`config.mk`:
```
export PLATFORM = sky130hd
export DESIGN_NAME = seg_scan_driver
export DESIGN_NICKNAME = d
export VERILOG_FILES = /design/src/rtl/seg_scan_driver_pkg.sv /design/src/rtl/seg_scan_driver_tick.sv /design/src/rtl/seg_scan_driver.sv
export SDC_FILE = /design/constraint.sdc
export NUM_CORES = 1
export LEC_CHECK = 0
export ABC_AREA = 1
export BUFFER_PORTS_ARGS = -buffer_cell sky130_fd_sc_hd__buf_2
export CORE_ASPECT_RATIO = 0.9
export CORE_MARGIN = 2
export CORE_UTILIZATION = 45
export CTS_CLUSTER_SIZE = 16
export DETAILED_ROUTE_END_ITERATION = 8
export GPL_TIMING_DRIVEN = 0
export PLACE_DENSITY_LB_ADDON = 0.2
export SLEW_MARGIN = 20
export SYNTH_ARGS = -nofsm -noshare
export SYNTH_HDL_FRONTEND = slang
export SYNTH_SLANG_ARGS = --single-unit
```
`constraint.sdc`:
```
create_clock -name clk -period 3 [get_ports clk]
set_input_delay 0.75 -clock clk [delete_from_list [all_inputs] [get_ports clk]]
set_output_delay 0.75 -clock clk [all_outputs]
set_load 0.005 [all_outputs]
```
`src/rtl/seg_scan_driver_pkg.sv`:
```
// Shared types and segment encoding for seg_scan_driver.
// Segment order {g,f,e,d,c,b,a}, active-low.
package seg_scan_driver_pkg;

    typedef enum logic {BLANK, SHOW} state_t;

    localparam logic [6:0] SEG_OFF = 7'h7F;

    function automatic logic [6:0] seg_enc(input logic [3:0] nib);
        logic [6:0] s;
        case (nib)
            4'h0: s = 7'b1000000;
            4'h1: s = 7'b1111001;
            4'h2: s = 7'b0100100;
            4'h3: s = 7'b0110000;
            4'h4: s = 7'b0011001;
            4'h5: s = 7'b0010010;
            4'h6: s = 7'b0000010;
            4'h7: s = 7'b1111000;
            4'h8: s = 7'b0000000;
            4'h9: s = 7'b0010000;
            4'hA: s = 7'b0001000;
            4'hB: s = 7'b0000011;
            4'hC: s = 7'b1000110;
            4'hD: s = 7'b0100001;
            4'hE: s = 7'b0000110;
            default: s = 7'b0001110;
        endcase
        return s;
    endfunction

endpackage

```
`src/rtl/seg_scan_driver_tick.sv`:
```
// Slot counter for seg_scan_driver: strobes at end of dead-time
// and at end of each digit slot.
module scan_tick_gen #(
    parameter int SCAN_DIV  = 100000,
    parameter int BLANK_CYC = 1000
) (
    input  logic clk,
    input  logic rst_n,
    output logic end_blank,
    output logic end_slot
);

    localparam int CW = $clog2(SCAN_DIV);

    logic [CW-1:0] cnt;

    assign end_blank = (cnt == CW'(BLANK_CYC - 1));
    assign end_slot  = (cnt == CW'(SCAN_DIV - 1));

    always_ff @(posedge clk) begin
        if (!rst_n) begin
            cnt <= '0;
        end else if (end_slot) begin
            cnt <= '0;
        end else begin
            cnt <= cnt + 1'b1;
        end
    end

endmodule

```
`src/rtl/seg_scan_driver.sv`:
```
// Multiplexed common-anode 7-segment driver with frame-synchronous update.
// Optional LEADING_ZERO_BLANK_EN suppresses leading zero digits.
import seg_scan_driver_pkg::*;

module seg_scan_driver #(
    parameter int N_DIGITS  = 4,
    parameter int SCAN_DIV  = 100000,
    parameter int BLANK_CYC = 1000
) (
    input  logic                  clk,
    input  logic                  rst_n,
    input  logic [4*N_DIGITS-1:0] value,
    input  logic [N_DIGITS-1:0]   dp_in,
    input  logic                  load,
    output logic [6:0]            seg,
    output logic                  dp,
    output logic [N_DIGITS-1:0]   an,
    output logic                  frame_done
);

    localparam int IW = (N_DIGITS > 1) ? $clog2(N_DIGITS) : 1;

    logic [4*N_DIGITS-1:0] pend_val;
    logic [4*N_DIGITS-1:0] shadow_val;
    logic [N_DIGITS-1:0]   pend_dp;
    logic [N_DIGITS-1:0]   shadow_dp;
    logic                  pend;
    logic [IW-1:0]         idx;
    state_t                state;
    logic                  end_blank;
    logic                  end_slot;
    logic                  last;
    logic                  boundary;
    logic [N_DIGITS-1:0]   suppress;
    logic [3:0]            cur_nib;
    logic                  cur_dp;
    logic                  cur_sup;

    scan_tick_gen #(
        .SCAN_DIV  (SCAN_DIV),
        .BLANK_CYC (BLANK_CYC)
    ) u_tick (
        .clk       (clk),
        .rst_n     (rst_n),
        .end_blank (end_blank),
        .end_slot  (end_slot)
    );

    assign last     = (idx == IW'(N_DIGITS - 1));
    assign boundary = (state == SHOW) && end_slot && last;

`ifdef LEADING_ZERO_BLANK_EN
    logic zero_run;

    // Walk down from the top digit; digit 0 is never suppressed.
    always_comb begin
        zero_run = 1'b1;
        suppress = '0;
        for (int i = N_DIGITS - 1; i > 0; i--) begin
            zero_run = zero_run && (shadow_val[4*i +: 4] == 4'h0)
                       && !shadow_dp[i];
            suppress[i] = zero_run;
        end
    end
`else
    assign suppress = '0;
`endif

    always_comb begin
        cur_nib = '0;
        cur_dp  = 1'b0;
        cur_sup = 1'b0;
        for (int i = 0; i < N_DIGITS; i++) begin
            if (idx == IW'(i)) begin
                cur_nib = shadow_val[4*i +: 4];
                cur_dp  = shadow_dp[i];
                cur_sup = suppress[i];
            end
        end
    end

    always_ff @(posedge clk) begin
        if (!rst_n) begin
            state      <= BLANK;
            idx        <= '0;
            pend_val   <= '0;
            pend_dp    <= '0;
            pend       <= 1'b0;
            shadow_val <= '0;
            shadow_dp  <= '0;
            seg        <= SEG_OFF;
            dp         <= 1'b1;
            an         <= '1;
            frame_done <= 1'b0;
        end else begin
            frame_done <= 1'b0;
            if (load) begin
                pend_val <= value;
                pend_dp  <= dp_in;
            end
            // A load on the boundary edge stays pending for the next frame.
            if (load) begin
                pend <= 1'b1;
            end else if (boundary) begin
                pend <= 1'b0;
            end
            unique case (state)
                BLANK: begin
                    if (end_blank) begin
                        state <= SHOW;
                        if (!cur_sup) begin
                            an  <= ~(N_DIGITS'(1) << idx);
                            seg <= seg_enc(cur_nib);
                            dp  <= ~cur_dp;
                        end
                    end
                end
                SHOW: begin
                    if (end_slot) begin
                        state <= BLANK;
                        an    <= '1;
                        seg   <= SEG_OFF;
                        dp    <= 1'b1;
                        if (last) begin
                            idx        <= '0;
                            frame_done <= 1'b1;
                            if (pend) begin
                                shadow_val <= pend_val;
                                shadow_dp  <= pend_dp;
                            end
                        end else begin
                            idx <= idx + 1'b1;
                        end
                    end
                end
                default: state <= BLANK;
            endcase
        end
    end

endmodule
```
==> flow_summary.json <==
{
  "outcome": "completed",
  "viasPerCell": 5.00,
  "fin_nets": 582,
  "internal_power_uw": 1460,
  "rows": 30,
  "min_to": "u_tick.cnt[0]",
  "cts_buffers": 9,
  "slew_violations": 0,
  "p_sw_uw": 399,
  "skew_ns": 0.00742,
  "p_per_area_mw_per_mm2": 458,
  "maxCapViolCount": 0,
  "root_buffer": "clkbuf_8",
  "worstHoldPathCells": 1,
  "first_pass_iters": 4,
  "initial_core_util": 0.470,
  "clock_latency_ns": 0.35,
  "syn2layout_area_growth_pct": 13.6,
  "final_area_mm2": 0.00407,
  "cp_max_fo": 6,
  "final_cell_mix": "nand2_1, dfxtp_1, nor2_1",
  "io_pins": 36,
  "synth_seq_cells": 74,
  "die_width_um": 98.0,
  "setup_viol_count_final": 0,
  "cp_slowest_cell": "a21oi_1",
  "crit_required_ns": 3.25,
  "combPwrFrac": 0.039,
  "worstReg2RegEnd": "seg[5]",
  "drive_gt1_frac": 0.154,
  "grtUsageMet3": 0.0521,
  "slew_headroom": 0.672,
  "cts_sinks": 74,
  "track_usage": 0.192,
  "cts_resized": 0,
  "whs_ns": 0.444,
  "worst_slew_pin_slew_ns": 0.492,
  "period_share": 0.813,
  "r2r-start": "idx[1]",
  "vias": 3247,
  "dpl_cell_area_mm2": 0.00387,
  "synthesis.nets": 537,
  "rsz0062_at_grt": "false",
  "synth_area_per_cell_um2": 7.12,
  "cp-end-kind": "register",
  "die-area_mm2": 0.00869,
  "crit_top_cell": "nand2_1",
  "met2_usage": 0.292,
  "grt-ovfl-total": 0,
  "path_clk_slew_ns": 0.07,
  "fin_crit_ns": 2.44,
  "crit_type": "register to register",
  "top_usage_layer": "met2",
  "grt_pass1_wl_mm": 13.5,
  "mostFrequentLayoutCell": "nand2_1",
  "yosys_warnings": 0,
  "slowest_delay_ns": 0.41,
  "vdd_drop_max_uv": 345,
  "tritoncts": "built",
  "place_ws_ns": 0.613,
  "cp.arrival_ns": 2.69,
  "antenna_found_initial": 0,
  "htreeDepth": 3,
  "grt_max_degree": 12,
  "wl_per_cell_um": 12.1,
  "design.core.area_mm2": 0.00762,
  "detailed_place_hpwl_mm": 5.83,
  "hp-class": "register to register",
  "grt_util_met1": 0.270,
  "drtIter0Drc": 151,
  "port_buffers": 34,
  "p_seq_frac": 0.546,
  "hold_buffers": 0,
  "rrSetupSlack_ns": 0.56,
  "syn_area_mm2": 0.00358,
  "clockPowerShare": 0.415,
  "die_height_um": 88.6,
  "rr_worst_depth": 14,
  "yosysSeqAreaShare": 0.414,
  "post_cts_buffers": 0,
  "swShare": 0.214,
  "final.setup.tns_ns": 0,
  "grt_pass1_vias": 2980,
  "syn_inst": 503,
  "leakagePower_uw": 0.00176,
  "diodes": 0,
  "drc": 0,
  "totalWireLength_mm": 7.83,
  "worst_slack_ns": 0.561,
  "hold_violations": 0,
  "gp_congestion": 0.863,
  "ant_nets": 0,
  "netlist-cell-type-count": 34,
  "holdCritStartpoint": "u_tick.cnt[0]",
  "crit_path_cell_trace": "inv_1 > ha_1 > inv_1 > nand3_1 > nand2_1 > a21oi_1 > inv_1 > ha_1 > nand2_1 > o21ai_0 > nand2_1 > nand2_1 > nand2_1 > nand2_1",
  "clock_path_buffers": 2,
  "start_kind": "register",
  "fmax_ghz": 0.410
}
[synth_stat cells]
master	instances	share of area
o21ai_0	33	0.046
nor3_2	2	0.0056
nor2_2	5	0.0087
clkinv_2	1	0.0014
and3_1	1	0.0017
o211ai_1	1	0.0021
nor2_1	68	0.071
ha_1	11	0.038
nor3b_1	1	0.0021
buf_6	4	0.013
a21oi_1	37	0.052
xor2_1	4	0.0098
clkbuf_2	1	0.0014
a21boi_1	1	0.0021
clkbuf_1	11	0.012
nand2_2	9	0.016
a31oi_1	1	0.0017
or2_2	1	0.0017
nand4_4	1	0.0059
dfxtp_1	74	0.41
nand2_1	108	0.11
buf_4	4	0.0084
clkinv_1	6	0.0063
nor3_1	11	0.015
or2_1	1	0.0017
inv_1	32	0.034
inv_2	3	0.0031
nor2_4	1	0.0031
nand3_1	34	0.048
or2_0	1	0.0017
nand2_4	1	0.0031
buf_2	5	0.0070
o22ai_1	1	0.0017
nand4_1	28	0.049
[through the flow]
stage	cells	power [µW]	utilization
finish	649	1860	0.534
global route	649	1950	0.534
CTS	649	1890	0.534
detailed placement	633	1110	0.508
global placement	633	1110	0.508
floorplan	503	1080	-
[routing by layer]
| metal | up-vias | share of wire |
|---|---|---|
| li1 | 1744 | - |
| met1 | 1420 | 0.51 |
| met2 | 74 | 0.41 |
| met3 | 9 | 0.061 |
| met4 | 0 | 0.014 |
| met5 | - | 0 |
[worst max-delay path by stage]
stage,startpoint,to,slack [ns],cells past startpoint
CTS,idx[1],seg[5],0.58,14
floorplan,idx[0],seg[5],1.02,14
finish,idx[1],seg[5],0.56,14
global placement,idx[1],seg[5],0.65,14
global route,idx[0],seg[3],0.29,14
detailed placement,idx[1],seg[5],0.61,14
[state kept, by name (all words and copies together), names as in the netlist]
name / cells
pend_val: 16
u_tick.cnt: 17
pend_dp: 4
frame_done: 1
dp: 1
seg: 7
state: 1
idx: 2
shadow_dp: 4
shadow_val: 16
an: 4
pend: 1
[layout make-up]
type	instances	area [µm²]
fill	781	3550
multi-input combinational	362	1800
sequential	74	1480
timing repair buffer	34	170
clock buffer	14	163
inverter	42	159
buffer	25	146
tap	96	120
clock inverter	2	35.0
[power groups by stage]
| stage | clock network, µW | logic, µW | registers, µW |
|---|---|---|---|
| 3_5_place_dp | 0 | 73.1 | 1040 |
| 6_report | 773 | 73.0 | 1020 |
| 4_1_cts | 798 | 73.7 | 1020 |
| 2_1_floorplan | 0 | 46.5 | 1040 |
| 5_1_grt | 845 | 85.8 | 1020 |
| 3_3_place_gp | 0 | 72.0 | 1040 |
[cell families after synthesis]
kind of cell    count (synthesis)  share of synthesized area
compound gates                 74                      0.105
flops                          74                      0.414
buf+inv                        67                     0.0852
simple gates                  273                      0.348
fa+ha+maj                      11                     0.0384
xor+xnor                        4                    0.00978
[worst max-delay path, delay by kind of cell, from the launching register on]
family | cells | cell delay (ns)
compound gates | 2 | 0.50
simple gates | 7 | 0.52
flops | 1 | 0.34
buf+inv | 3 | 0.45
fa+ha+maj | 2 | 0.55
Note: power is estimated with default switching activity, not from simulation.
